File: src/rtl/multiplicador_secuencial.sv
// Sequential shift-and-add multiplier: sign-magnitude operands, N-bit datapath,
// 2N-bit product split into out/prod_hi with optional saturation of out.
//   state | meaning
//   IDLE  | ready for operands
//   CALC  | one multiplier bit per edge, plus a terminal-count edge
//   FIX   | reapply sign, compute overflow, register results
//   DONE  | results held until out_ready
module multiplicador_secuencial #(
    parameter int N      = 24,
    parameter bit SAT_EN = 1'b0
) (
    input  logic         clk,
    input  logic         rst_n,
    input  logic         in_valid,
    output logic         in_ready,
    input  logic [N-1:0] A,
    input  logic [N-1:0] B,
    input  logic         signed_mode,
    output logic         out_valid,
    input  logic         out_ready,
    output logic [N-1:0] out,
    output logic [N-1:0] prod_hi,
    output logic         overflow,
    output logic         car
);

    localparam int CW = $clog2(N + 1);

    typedef enum logic [1:0] {IDLE, CALC, FIX, DONE} state_t;

    state_t         state;
    state_t         state_next;
    logic [2*N-1:0] acc;
    logic [2*N-1:0] mcand;
    logic [N-1:0]   mplier;
    logic [CW-1:0]  cnt;
    logic           neg;
    logic           smode;

    logic           accept;
    logic           cnt_tc;
    logic [N-1:0]   mag_a;
    logic [N-1:0]   mag_b;
    logic [2*N-1:0] prod;
    logic           ovf_calc;
    logic [N-1:0]   sat_val;
    logic [N-1:0]   out_calc;

    assign in_ready = (state == IDLE);
    assign accept   = in_valid && in_ready;
    assign cnt_tc   = (cnt == '0);
    assign car      = 1'b0;

    // Magnitudes stay N bits unsigned, so -2^(N-1) maps to 2^(N-1) correctly.
    always_comb begin
        mag_a = A;
        mag_b = B;
        if (signed_mode && A[N-1]) mag_a = -A;
        if (signed_mode && B[N-1]) mag_b = -B;
    end

    always_comb begin
        prod     = neg ? -acc : acc;
        ovf_calc = 1'b0;
        sat_val  = '1;
        if (smode) begin
            ovf_calc = (prod[2*N-1:N-1] != {(N+1){prod[N-1]}});
            sat_val  = neg ? {1'b1, {(N-1){1'b0}}} : {1'b0, {(N-1){1'b1}}};
        end else begin
            ovf_calc = (prod[2*N-1:N] != '0);
        end
        out_calc = (SAT_EN && ovf_calc) ? sat_val : prod[N-1:0];
    end

    always_comb begin
        state_next = state;
        case (state)
            IDLE: if (in_valid)  state_next = CALC;
            CALC: if (cnt_tc)    state_next = FIX;
            FIX:                 state_next = DONE;
            DONE: if (out_ready) state_next = IDLE;
            default:             state_next = IDLE;
        endcase
    end

    always_ff @(posedge clk or negedge rst_n) begin
        if (!rst_n) state <= IDLE;
        else        state <= state_next;
    end

    always_ff @(posedge clk or negedge rst_n) begin
        if (!rst_n) begin
            acc       <= '0;
            mcand     <= '0;
            mplier    <= '0;
            cnt       <= '0;
            neg       <= 1'b0;
            smode     <= 1'b0;
            out       <= '0;
            prod_hi   <= '0;
            overflow  <= 1'b0;
            out_valid <= 1'b0;
        end else begin
            case (state)
                IDLE: begin
                    if (accept) begin
                        acc    <= '0;
                        mcand  <= {{N{1'b0}}, mag_a};
                        mplier <= mag_b;
                        cnt    <= CW'(N);
                        neg    <= signed_mode && (A[N-1] ^ B[N-1]);
                        smode  <= signed_mode;
                    end
                end
                CALC: begin
                    // The terminal-count edge does no arithmetic; it keeps latency fixed.
                    if (!cnt_tc) begin
                        if (mplier[0]) acc <= acc + mcand;
                        mcand  <= mcand << 1;
                        mplier <= mplier >> 1;
                        cnt    <= cnt - 1'b1;
                    end
                end
                FIX: begin
                    out       <= out_calc;
                    prod_hi   <= prod[2*N-1:N];
                    overflow  <= ovf_calc;
                    out_valid <= 1'b1;
                end
                DONE: begin
                    if (out_ready) out_valid <= 1'b0;
                end
                default: ;
            endcase
        end
    end

endmodule

File: config.mk
export PLATFORM = sky130hd
export DESIGN_NAME = multiplicador_secuencial
export DESIGN_NICKNAME = d
export VERILOG_FILES = /design/src/rtl/multiplicador_secuencial.sv
export SDC_FILE = /design/constraint.sdc
export NUM_CORES = 1
export LEC_CHECK = 0
export ABC_AREA = 1
export CAP_MARGIN = 20
export CORE_AREA = 3 3 172 174
export CTS_CLUSTER_DIAMETER = 80
export DETAILED_ROUTE_END_ITERATION = 12
export DIE_AREA = 0 0 175 177
export GPL_TIMING_DRIVEN = 0
export PLACE_DENSITY = 0.62
export SYNTH_ARGS = -nofsm -noshare
export SYNTH_HDL_FRONTEND = slang
export SYNTH_SLANG_ARGS = --single-unit
File: constraint.sdc
create_clock -name clk -period 2.9 [get_ports clk]
set_input_delay 0.58 -clock clk [delete_from_list [all_inputs] [get_ports clk]]
set_output_delay 0.58 -clock clk [all_outputs]
set_load 0.01 [all_outputs]
==> results of run 1 <==
## registers in the layout, indices dropped and copies added, names as in the netlist
signal	count
overflow	1
smode	1
out_valid	1
out	24
mcand	48
acc	48
prod_hi	24
mplier	24
state	2
neg	1
cnt	5
## per-stage QoR
stage | total power, mW | utilization, % | hold slack [ns]
floorplan | 9.62 | - | 0.284
global placement | 12.7 | 51.5 | 0.461
detailed placement | 12.8 | 51.6 | 0.467
CTS | 15.2 | 53.8 | 0.167
global route | 16.6 | 54.0 | 0.193
finish | 15.3 | 54.0 | 0.142
## worst max path at each step
stage,startpoint,end,slack [ns],cells after the start
floorplan,acc[0],acc[44],0.65,16
global placement,rst_n,state[1],-6.15,1
detailed placement,in_valid,acc[46],-0.30,10
CTS,state[1],acc[7],0.003,9
global route,acc[6],acc[35],0.02,13
finish,acc[15],acc[39],0.19,12
## critical path, stage by stage, from the launching register on
cell and delay [ns]:
dfrtp_1 0.47, ha_1 0.44, nand2_1 0.13, nor2_1 0.14
inv_1 0.07, nor2_1 0.35, nand3_1 0.13, o21ai_1 0.38
nand3_1 0.13, nand2_1 0.11, a21oi_1 0.06, o21ai_0 0.07
o21ai_0 0.10
## routing by layer
layer  GRT usage, %  share of wire [%]  vias to the layer above
met4           11.8                4.2                        0
li1               -                  -                     6611
met3           3.20                4.7                       95
met5              0                  0                        -
met2           46.7                 45                      410
met1           37.0                 46                     6083
## synth_stat cells, types with 8 or more instances
cell type,instances
xor2_1,35
dfrtp_1,179
nand4_1,23
o31ai_1,17
o21ai_1,11
o21ai_0,212
xnor2_1,14
o21a_1,12
nand3_1,101
nor2_2,8
o22ai_1,16
a31oi_1,30
o211ai_1,21
a21oi_1,132
nor3_1,16
clkbuf_1,44
nor2_1,247
nand2_1,478
inv_1,187
ha_1,56
## layout make-up
class / count / area [µm²]
clock inverter: 14 / 161
clock buffer: 18 / 439
timing repair buffer: 105 / 1070
multi-input combinational: 1474 / 7490
fill: 2782 / 12900
sequential: 179 / 4480
tap: 378 / 473
buffer: 58 / 244
inverter: 191 / 718
## what timing repair did
| action | CTS | global route |
|---|---|---|
| gates resized for setup | 6 | 20 |
| endpoints found under the setup margin | 15 | 40 |
| pin swaps | 1 | 1 |
| buffers inserted | 0 | 1 |
## power by group through the flow
stage | Combinational, mW | Sequential (mW) | Clock (mW)
CTS | 8.82 | 3.97 | 2.42
global placement | 8.70 | 4.00 | 0
floorplan | 5.68 | 3.94 | 0
finish | 8.88 | 4.00 | 2.40
global route | 9.92 | 4.10 | 2.53
detailed placement | 8.78 | 4.02 | 0
## cells by family (layout without fill, tap and decap cells)
kind of cell             count (synthesis)  after routing
AND/OR/NAND/NOR                        896            896
XOR/XNOR                                50             50
adder cells (fa/ha/maj)                 57             57
other                                    1              1
flip-flops                             179            179
buffers and inverters                  249            386
AO/OA/AOI/OAI                          470            470
==> impl_metrics.json, run 1 <==
{
  "grt_util_all_layers_pct": 28.0,
  "p_leak_nw": 7.10,
  "row_count": 61,
  "path_class": "flop to flop",
  "final.setup.tns_ns": 0,
  "clkLatencyLatePin_ns": 0.44,
  "synth_fp_nets": 2012,
  "synth_edf_count": 0,
  "mostFrequentLayoutCells": "475 x nand2_1, 247 x nor2_1, 208 x o21ai_0, 187 x inv_1, 178 x dfrtp_1",
  "synthesis.area_um2": 12900,
  "critPathLaunchType": "flop",
  "wl_per_cell_um": 17.9,
  "drive_above_1_share_pct": 4.17,
  "grt-ovfl-total": 0,
  "swShare_pct": 50.8,
  "pwr-share-clk_pct": 15.7,
  "final_cells": 2417,
  "seq_power_share_pct": 26.2,
  "power_frac_comb_pct": 58.1,
  "fp.coreArea_um2": 27900,
  "synth_top_family_by_area": "simple AND/OR/NAND/NOR gates",
  "dp_slack_ns": -0.299,
  "num_vias": 13200,
  "drtPass1Iterations": 5,
  "grt_pass1_vias": 12600,
  "place_area_um2": 14400,
  "crit_arrival_ns": 3.01,
  "synthAdderAreaFrac_pct": 5.59,
  "clk_path_buf_depth": 2,
  "fin_ws_ns": 0.190,
  "fmax_ghz": 0.369,
  "cp_max_fo": 6,
  "h-tree-depth": 4,
  "synth_ff_type": "dfrtp_1",
  "clock_sinks": 179,
  "synth-seq-cells": 179,
  "dieHeight_um": 177,
  "synth_cells": 1902,
  "yosysWarningCount": 0,
  "end_kind": "flop",
  "synth_compound_area_share_pct": 20.1,
  "synth_top_area_cell": "dfrtp_1",
  "relSlewSlack_pct": 38.1,
  "power_switching_mw": 7.76,
  "antenna_cells": 0,
  "first_iter_violations": 925,
  "place_congestion": 0.960,
  "cts_buffers": 17,
  "synth-async-reset-ratio_pct": 100,
  "cts.clk_slew.worst_paths_ns": 0.08,
  "synthTopCellsByArea": "dfrtp_1 35%, nand2_1 14%, o21ai_0 8.2%, nor2_1 7.2%, inv_1 5.4%",
  "synth_cell_types": 48,
  "required_ns": 3.20,
  "final_common_cell": "nand2_1",
  "period_minus_slack_ns": 2.71,
  "synthMuxAreaShare_pct": 0,
  "slew_violations": 0,
  "setup_viol": 0,
  "placedCellCount": 2384,
  "ir_drop_mv": 0.558,
  "worst-r2r-cell-count": 12,
  "intPower_mw": 7.51,
  "grt_pass1_wl_mm": 67.7,
  "synthXorXnorAreaFrac_pct": 3.54,
  "grt_max_degree": 95,
  "start_util_pct": 46.1,
  "r2r_slack_ns": 0.19,
  "drc": 0,
  "hp-class": "input port to asynchronous set/reset pin",
  "rsz0062_at_grt": "no",
  "power.density_nw_per_um2": 1010,
  "wirelength_mm": 43.3,
  "hold_buffers": 0,
  "drt-vias-per-instance": 5.46,
  "rr_startpoint": "acc[15]",
  "post-route-period-util_pct": 93.5,
  "fin_skew_ns": 0.0223,
  "numPortBuffers": 103,
  "final_hold_viol_count": 0,
  "hpwl_mm": 35.3,
  "status": "finished clean",
  "yosys.area_share.simple_pct": 28.5,
  "cts_tree": "built",
  "maxCapViolCount": 0,
  "final_antenna_net_count": 0,
  "worstMarginPinSlew_ns": 0.928,
  "r2r_end": "acc[39]",
  "die_x_um": 175,
  "pin_count": 105,
  "root_buffer": "clkbuf_16",
  "synth_top_area_share_pct": 34.8,
  "nets": 2136,
  "syn_avg_cell_area_um2": 6.78,
  "area_delta_synth_final_pct": 17.0,
  "final_area_um2": 15100,
  "ys_seq_area_share_pct": 34.8,
  "die_area_um2": 31000,
  "antenna_found_initial": 0
}
Note: power is estimated with default switching activity, not from simulation.
==> inputs of run 2 (changes only) <==
--- a/config.mk
+++ b/config.mk
@@ -8,11 +8,12 @@
 export ABC_AREA = 1
 export CAP_MARGIN = 20
 export CORE_AREA = 3 3 172 174
-export CTS_CLUSTER_DIAMETER = 80
+export CTS_CLUSTER_DIAMETER = 50
 export DETAILED_ROUTE_END_ITERATION = 12
 export DIE_AREA = 0 0 175 177
+export DONT_BUFFER_PORTS = 1
 export GPL_TIMING_DRIVEN = 0
-export PLACE_DENSITY = 0.62
+export PLACE_DENSITY = 0.57
 export SYNTH_ARGS = -nofsm -noshare
 export SYNTH_HDL_FRONTEND = slang
 export SYNTH_SLANG_ARGS = --single-unit
==> constraint.sdc (replaced) <==
create_clock -name clk -period 2.9 [get_ports clk]
set_input_delay 0.435 -clock clk [delete_from_list [all_inputs] [get_ports clk]]
set_output_delay 0.435 -clock clk [all_outputs]
set_load 0.01 [all_outputs]
==> impl_metrics.json, run 2 (same netlist as run 1, synthesis figures left out) <==
{
  "critPathLaunchType": "flop",
  "drc": 0,
  "fmax_ghz": 0.354,
  "final_antenna_net_count": 0,
  "dieHeight_um": 177,
  "clk_path_buf_depth": 2,
  "violations": "hold timing",
  "grt_max_degree": 180,
  "rsz0062_at_grt": "no",
  "die_area_um2": 31000,
  "rr_startpoint": "acc[7]",
  "num_vias": 12800,
  "power.density_nw_per_um2": 1040,
  "root_buffer": "clkbuf_16",
  "clkLatencyLatePin_ns": 0.44,
  "cts.clk_slew.worst_paths_ns": 0.08,
  "path_class": "flop to flop",
  "ir_drop_mv": 0.380,
  "slew_violations": 0,
  "fp.coreArea_um2": 27900,
  "nets": 2032,
  "h-tree-depth": 4,
  "required_ns": 3.20,
  "drtPass1Iterations": 6,
  "numPortBuffers": 0,
  "final_common_cell": "nand2_1",
  "hpwl_mm": 34.0,
  "antenna_found_initial": 0,
  "clock_sinks": 179,
  "wl_per_cell_um": 18.4,
  "start_util_pct": 46.1,
  "place_congestion": 1.02,
  "wirelength_mm": 42.7,
  "status": "finished, violations left",
  "final_cells": 2313,
  "top_regs": "acc (48), mcand (48)",
  "power_mw": 14.6,
  "placedCellCount": 2280,
  "endpoint": "acc[38]",
  "setup_viol": 0,
  "grt_util_all_layers_pct": 27.5,
  "maxCapViolCount": 0,
  "grt_pass1_vias": 12300,
  "r2r_end": "acc[38]",
  "area_delta_synth_final_pct": 8.76,
  "hp-class": "input port to asynchronous set/reset pin",
  "mostFrequentLayoutCells": "476 x nand2_1, 247 x nor2_1, 208 x o21ai_0, 187 x inv_1, 178 x dfrtp_1",
  "p_leak_nw": 6.69,
  "row_count": 61,
  "relSlewSlack_pct": 47.3,
  "crit_arrival_ns": 3.12,
  "die_x_um": 175,
  "antenna_cells": 0,
  "final_hold_viol_count": 179,
  "hold-worst-slack_ns": -0.312,
  "worstMarginPinSlew_ns": 0.791,
  "drt-vias-per-instance": 5.52,
  "cp_max_fo": 5,
  "worst-r2r-cell-count": 11,
  "drive_above_1_share_pct": 4.29,
  "grt_pass1_wl_mm": 67.0,
  "fin_skew_ns": 0.0170,
  "end_kind": "flop",
  "r2r_slack_ns": 0.08,
  "cts_tree": "built",
  "cts_buffers": 17,
  "first_iter_violations": 1116,
  "post-route-period-util_pct": 97.3,
  "critical_path.startpoint": "acc[7]",
  "period_minus_slack_ns": 2.82,
  "pin_count": 105,
  "grt-ovfl-total": 0
}
run 2: cell count changes in the layout (fill, tap and decap cells not counted), moves of 2 or more:
cell	change
a21oi_1	-2
a21oi_2	+2
nand3_1	+2
clkdlybuf4s50_1	-102
nand3_2	-2
run 2: per-layer routing:
| metal | GRT usage (%) | share of wire (%) |
|---|---|---|
| met2 | 45.5 | 45 |
| met3 | 3.45 | 5.4 |
| met5 | 0 | 0 |
| met4 | 9.81 | 3.2 |
| met1 | 37.3 | 46 |
run 2: report_power, final:
part           leakage (nW)  internal [mW]  switching, mW
Clock                 0.292           1.19           1.19
Combinational          4.07           2.39           5.60
Sequential             2.32           3.33          0.855
run 2: how the worst min path moves through the flow:
stage | endpoint | cells after the start | startpoint
3_5_place_dp | out[7] | 0 | rst_n
2_1_floorplan | acc[0] | 0 | rst_n
5_1_grt | out[7] | 0 | rst_n
6_report | out[0] | 0 | rst_n
3_3_place_gp | out[0] | 0 | rst_n
4_1_cts | out[7] | 0 | rst_n
run 2: per-stage QoR:
stage	utilization (%)	hold slack [ns]	worst slack, ns	TNS, ns	cell area (µm²)
after floorplan	-	0.139	0.649	0	12900
after global placement	47.8	0.146	-0.314	-0.737	13400
after detailed placement	47.8	0.146	-0.316	-0.831	13400
after CTS	50.0	-0.323	0.0458	0	14000
after global routing	50.2	-0.331	0.00622	0	14000
final	50.2	-0.312	0.0779	0	14000
run 2: final cells by class:
cell class / instances / area [µm²]
Buffer: 58 / 244
Clock buffer: 18 / 439
Clock inverter: 14 / 155
Fill cell: 2964 / 13900
Inverter: 191 / 718
Multi-Input combinational cell: 1474 / 7500
Sequential cell: 179 / 4480
Tap cell: 378 / 473
Timing Repair Buffer: 1 / 7.51
run 2: repair_timing:
action | in CTS | in global routing
buffers inserted | 0 | 1
gates resized for setup | 5 | 22
setup endpoints to repair | 13 | 37
endpoints found under the hold margin | 179 | 179
pin swaps | 0 | 1
run 2: critical path, cell delays in order, from the launching register on:
cell and delay, ns:
dfrtp_1 0.47, ha_1 0.40, inv_1 0.12, o21ai_0 0.12, a21oi_1 0.16, nand3_1 0.32
a21oi_2 0.40, o21ai_4 0.14, nand2_1 0.08, nand2_1 0.06, o21ai_0 0.28, o21ai_0 0.14
==> variant 1 (settings of run 2) <==
Re-encode `state_t` (4 states) as Gray code, 2 bits wide.
--- a/src/rtl/multiplicador_secuencial.sv
+++ b/src/rtl/multiplicador_secuencial.sv
@@ -28,3 +28,3 @@
 
-    typedef enum logic [1:0] {IDLE, CALC, FIX, DONE} state_t;
+    typedef enum logic [1:0] {IDLE = 2'b00, CALC = 2'b01, FIX = 2'b11, DONE = 2'b10} state_t;
 
Function: no difference found for any inputs over 10 cycles, from zero or initial values and one cycle with rst_n low; not proved beyond that.
==> variant 1 against run 2 <==
The run still ends with hold timing left. Setup slack better by 0.064 ns. Count of clock-buffer cells in the layout grew 3. Area after synthesis about the same. Total power increased by 7.4%. Design area rose by 0.20%. Sequential power up 7.9%. Routed wire length increased by 1.9%. Sequential cell count unchanged. Cell count rose by 0.73%. Combinational power grew 8.0%. Non-clock buffer count shrank 1. Critical path depth up 1. Global-route usage is 0.49 points higher. Critical path type unchanged. Largest power group unchanged. Highest routed layer unchanged.
==> variant 1: results <==
{
  "outcome": "finished with violations",
  "violations": "hold timing",
  "numPlacedInstances": 2297,
  "dp_slack_ns": -0.157,
  "grt_pass1_vias": 12400,
  "hpwlAfterDp_mm": 35.3,
  "p_leak_uw": 0.00677,
  "fin_nets": 2045,
  "gp_congestion": 0.940,
  "placed_area_sq_um": 13400,
  "hold_violations": 179,
  "drt-initial-drc-count": 837,
  "drive_gt1_share_pct": 5.23,
  "highest-signal-layer": "met4",
  "grt_usage_pct": 28.0,
  "yosysSeqAreaShare_pct": 34.7,
  "firstDrtPassIters": 5,
  "peakVddDrop_uv": 509,
  "ff2ff_path_depth": 12,
  "holdWs_ns": -0.324,
  "use_met2_pct": 45.6,
  "finalClockSkew_ns": 0.0232,
  "synth_common_cells": "nand2_1, nor2_1, o21ai_0",
  "netlist_top_cells_area": "dfrtp_1, nand2_1, o21ai_0, nor2_1, inv_1",
  "critPathArrivalTime_ns": 3.06,
  "antenna_found_initial": 1,
  "post_synth_inst_count": 1919,
  "clockBufferDepth": 2,
  "clk_pin_slew_ns": 0.08,
  "worst_slew_pin_slew_ns": 0.871,
  "max_stage_delay_ns": 0.50,
  "wl_per_cell_um": 18.7,
  "met2_length_mm": 19.6,
  "met1Wirelength_mm": 20.7,
  "ff2ff_setup_slack_ns": 0.14,
  "synth.distinct_cells": 48,
  "met3_usage_pct": 3.67,
  "period_minus_slack_ns": 2.76,
  "vias": 12700,
  "grtUsageMet1_pct": 39.7,
  "clockRootBuffer": "clkbuf_16",
  "drt_wl_total_mm": 43.5,
  "wl_met3_mm": 2.37,
  "grt_pass1_wl_mm": 68.2
}
[variant 1: cell types whose count changed in the layout (fill, tap and decap cells not counted), sizes merged, moves of 8 or more]
cell    before  now
a21oi      132  124
buf         15   24
inv        197  220
nand3      102   88
nor2       257  268
o211ai      21    6
o21ai      223  245
o22ai       16   43
o31ai       17    4
[variant 1: what timing repair did]
item                       CTS  global route
setup endpoints to repair   14            13
setup buffers                0             1
gates resized for setup      5            12
pin swaps                    0             2
hold endpoints to repair   179           179
[variant 1: cells by family (layout without fill, tap and decap cells)]
logic type / count (synthesis) / in the layout / synth area share [%]
simple gates: 887 / 887 / 28.3
compound gates: 476 / 476 / 20.1
buf+inv: 274 / 307 / 8.30
flops: 179 / 179 / 34.7
fa+ha+maj: 53 / 53 / 5.20
xor+xnor: 49 / 49 / 3.33
other cells: 1 / 1 / 0.0291
[variant 1: where the power goes]
group	internal, uW	switching [uW]
Combinational	2650	5980
Sequential	3440	1080
Clock	1360	1110
Total	7460	8170
[variant 1: final cells by class]
type / instances / area [sq um]
Fill cell: 2972 / 13900
Tap cell: 378 / 473
Sequential cell: 179 / 4480
Clock buffer: 21 / 470
Multi-Input combinational cell: 1466 / 7400
Buffer: 57 / 259
Timing Repair Buffer: 1 / 7.51
Clock inverter: 11 / 140
Inverter: 217 / 815
[variant 1: final timing paths]
path                                       start                     to
hold reg to reg            mplier[5]$_DFFE_PN0P_  mplier[5]$_DFFE_PN0P_
min in group clk                        in_valid   state[0]$_DFFE_PN0P_
setup reg to reg             acc[20]$_DFFE_PN0P_    acc[39]$_DFFE_PN0P_
max in group asynchronous                  rst_n  mcand[45]$_DFFE_PN0P_
setup / recovery             acc[20]$_DFFE_PN0P_    acc[39]$_DFFE_PN0P_
hold / removal                             rst_n     out[2]$_DFFE_PN0P_
==> variant 2 (flow settings as in run 2) <==
Without the edit above. The parameter `SAT_EN` goes from 1'b0 to 1'b1.
--- a/src/rtl/multiplicador_secuencial.sv
+++ b/src/rtl/multiplicador_secuencial.sv
@@ -9,3 +9,3 @@
     parameter int N      = 24,
-    parameter bit SAT_EN = 1'b0
+    parameter bit SAT_EN = 1'b1
 ) (
Behaviour: same outputs for any inputs over 10 cycles, from zero or initial values and one cycle with rst_n low; that may be too few to reach the edited logic, so the function may still have changed.
==> variant 2 against run 2 <==
The flow still finishes with violations (hold timing). Synthesized cell count increased by 2.7%. Sequential power is 7.6% higher. Critical path depth up 6. Setup slack worse by 0.036 ns. Total power is 18% higher. Area after synthesis increased by 1.6%. Design area increased by 5.4%. Sequential cell count did not move. Routed wire length shrank 1.7%. Cell count up 3.6%. Count of clock-buffer cells in the layout up 2. Critical endpoint is now out[18]$_DFFE_PN0P_. Largest power group unchanged.
==> variant 2: results <==
{
  "outcome": "finished with violations",
  "drive_gt1_share_pct": 9.46,
  "grt_pass1_wl_mm": 65.5,
  "ff2ff_setup_slack_ns": 0.04,
  "critPathArrivalTime_ns": 3.18,
  "dp_slack_ns": -1.03,
  "grt_pass1_vias": 12300,
  "antenna_found_initial": 1,
  "switching_power_uw": 8960,
  "firstDrtPassIters": 5,
  "fin_crit_sh_pct": 98.6,
  "synth.distinct_cells": 46,
  "crit_path_start": "acc[18]$_DFFE_PN0P_",
  "r2r-end": "out[18]$_DFFE_PN0P_",
  "holdWs_ns": -0.311,
  "synth_common_cells": "nand2_1, inv_1, nor2_1",
  "violations": "hold timing",
  "grtUsageMet1_pct": 36.7,
  "vias_per_cell": 5.29,
  "ff2ff_path_depth": 17,
  "drt-initial-drc-count": 760,
  "finalClockSkew_ns": 0.0145,
  "gp_congestion": 0.938,
  "hpwlAfterDp_mm": 33.7,
  "hold_violations": 179,
  "fin_nets": 2116,
  "netlist_top_cells_area": "dfrtp_1, nand2_1, o21ai_0, inv_1, nor2_1",
  "cp_max_fo": 7,
  "worst_slew_pin_slew_ns": 0.850,
  "use_met2_pct": 43.8,
  "yosysSeqAreaShare_pct": 34.2,
  "grt_usage_pct": 27.0,
  "peakVddDrop_uv": 728
}
variant 2: cell types whose count changed after synthesis, sizes merged, moves of 21 or more:
cell   before  now
o22ai      16   42
nor2      257  236
o21ai     223  187
nand3     102   67
nand2     485  540
inv       188  236
variant 2: metal layers:
metal,up-vias,part of all wire (%),wire length (um)
met2,339,45,18800
met5,-,0,0
li1,6529,-,-
met4,0,3.0,1260
met3,69,5.7,2380
met1,5749,47,19500
variant 2: how the worst min path moves through the flow:
stage	to	slack, ns	cells past startpoint
2_1_floorplan	acc[0]$_DFFE_PN0P_	0.14	0
3_3_place_gp	out[4]$_DFFE_PN0P_	0.14	0
3_5_place_dp	out[1]$_DFFE_PN0P_	0.14	0
4_1_cts	prod_hi[23]$_DFFE_PN0P_	-0.33	0
5_1_grt	out[4]$_DFFE_PN0P_	-0.33	0
6_report	out[6]$_DFFE_PN0P_	-0.31	0
variant 2: worst max-delay path, stage by stage (launching register included):
cell	delay [ns]
dfrtp_1	0.47
nor2_2	0.18
nand2_1	0.15
o21ai_2	0.25
inv_1	0.11
nor2_4	0.20
nand3_1	0.17
nand2_1	0.13
nand2_1	0.07
nor3_2	0.16
nand3_1	0.09
nand2_1	0.11
nand3_4	0.15
nand3_4	0.17
buf_4	0.15
nand2_1	0.05
nand2_1	0.06
nand2_1	0.05
variant 2: stage by stage:
stage / hold slack (ns) / util (%) / instances / power, uW
after detailed placement: 0.145 / 48.6 / 2332 / 13800
final: -0.311 / 52.9 / 2396 / 17200
after global routing: -0.334 / 52.9 / 2396 / 18700
after global placement: 0.143 / 48.5 / 2331 / 13600
after floorplan: 0.139 / - / 1953 / 11000
after CTS: -0.328 / 51.2 / 2368 / 16400
variant 2: what timing repair did:
item,in CTS,in global routing
setup endpoints to repair,78,86
hold endpoints to repair,179,179
buffers inserted,5,24
pin swaps,8,23
cloned,0,4
gates resized for setup,30,98
variant 2: cell families after synthesis:
group | count (synthesis) | synth area share, %
buffers and inverters | 299 | 9.02
adder cells (fa/ha/maj) | 57 | 5.51
AO/OA/AOI/OAI | 446 | 18.6
flip-flops | 179 | 34.2
XOR/XNOR | 66 | 4.42
other | 1 | 0.0287
AND/OR/NAND/NOR | 905 | 28.2
variant 2: layout make-up:
| class | instances | area, sq um |
|---|---|---|
| plain buffers | 61 | 312 |
| flip-flops and latches | 179 | 4490 |
| multi-input cells | 1475 | 7750 |
| fillers | 2884 | 13200 |
| repair buffers | 34 | 263 |
| clock buffers | 20 | 467 |
| clock inverters | 11 | 126 |
| inverters | 238 | 897 |
| well taps | 378 | 473 |
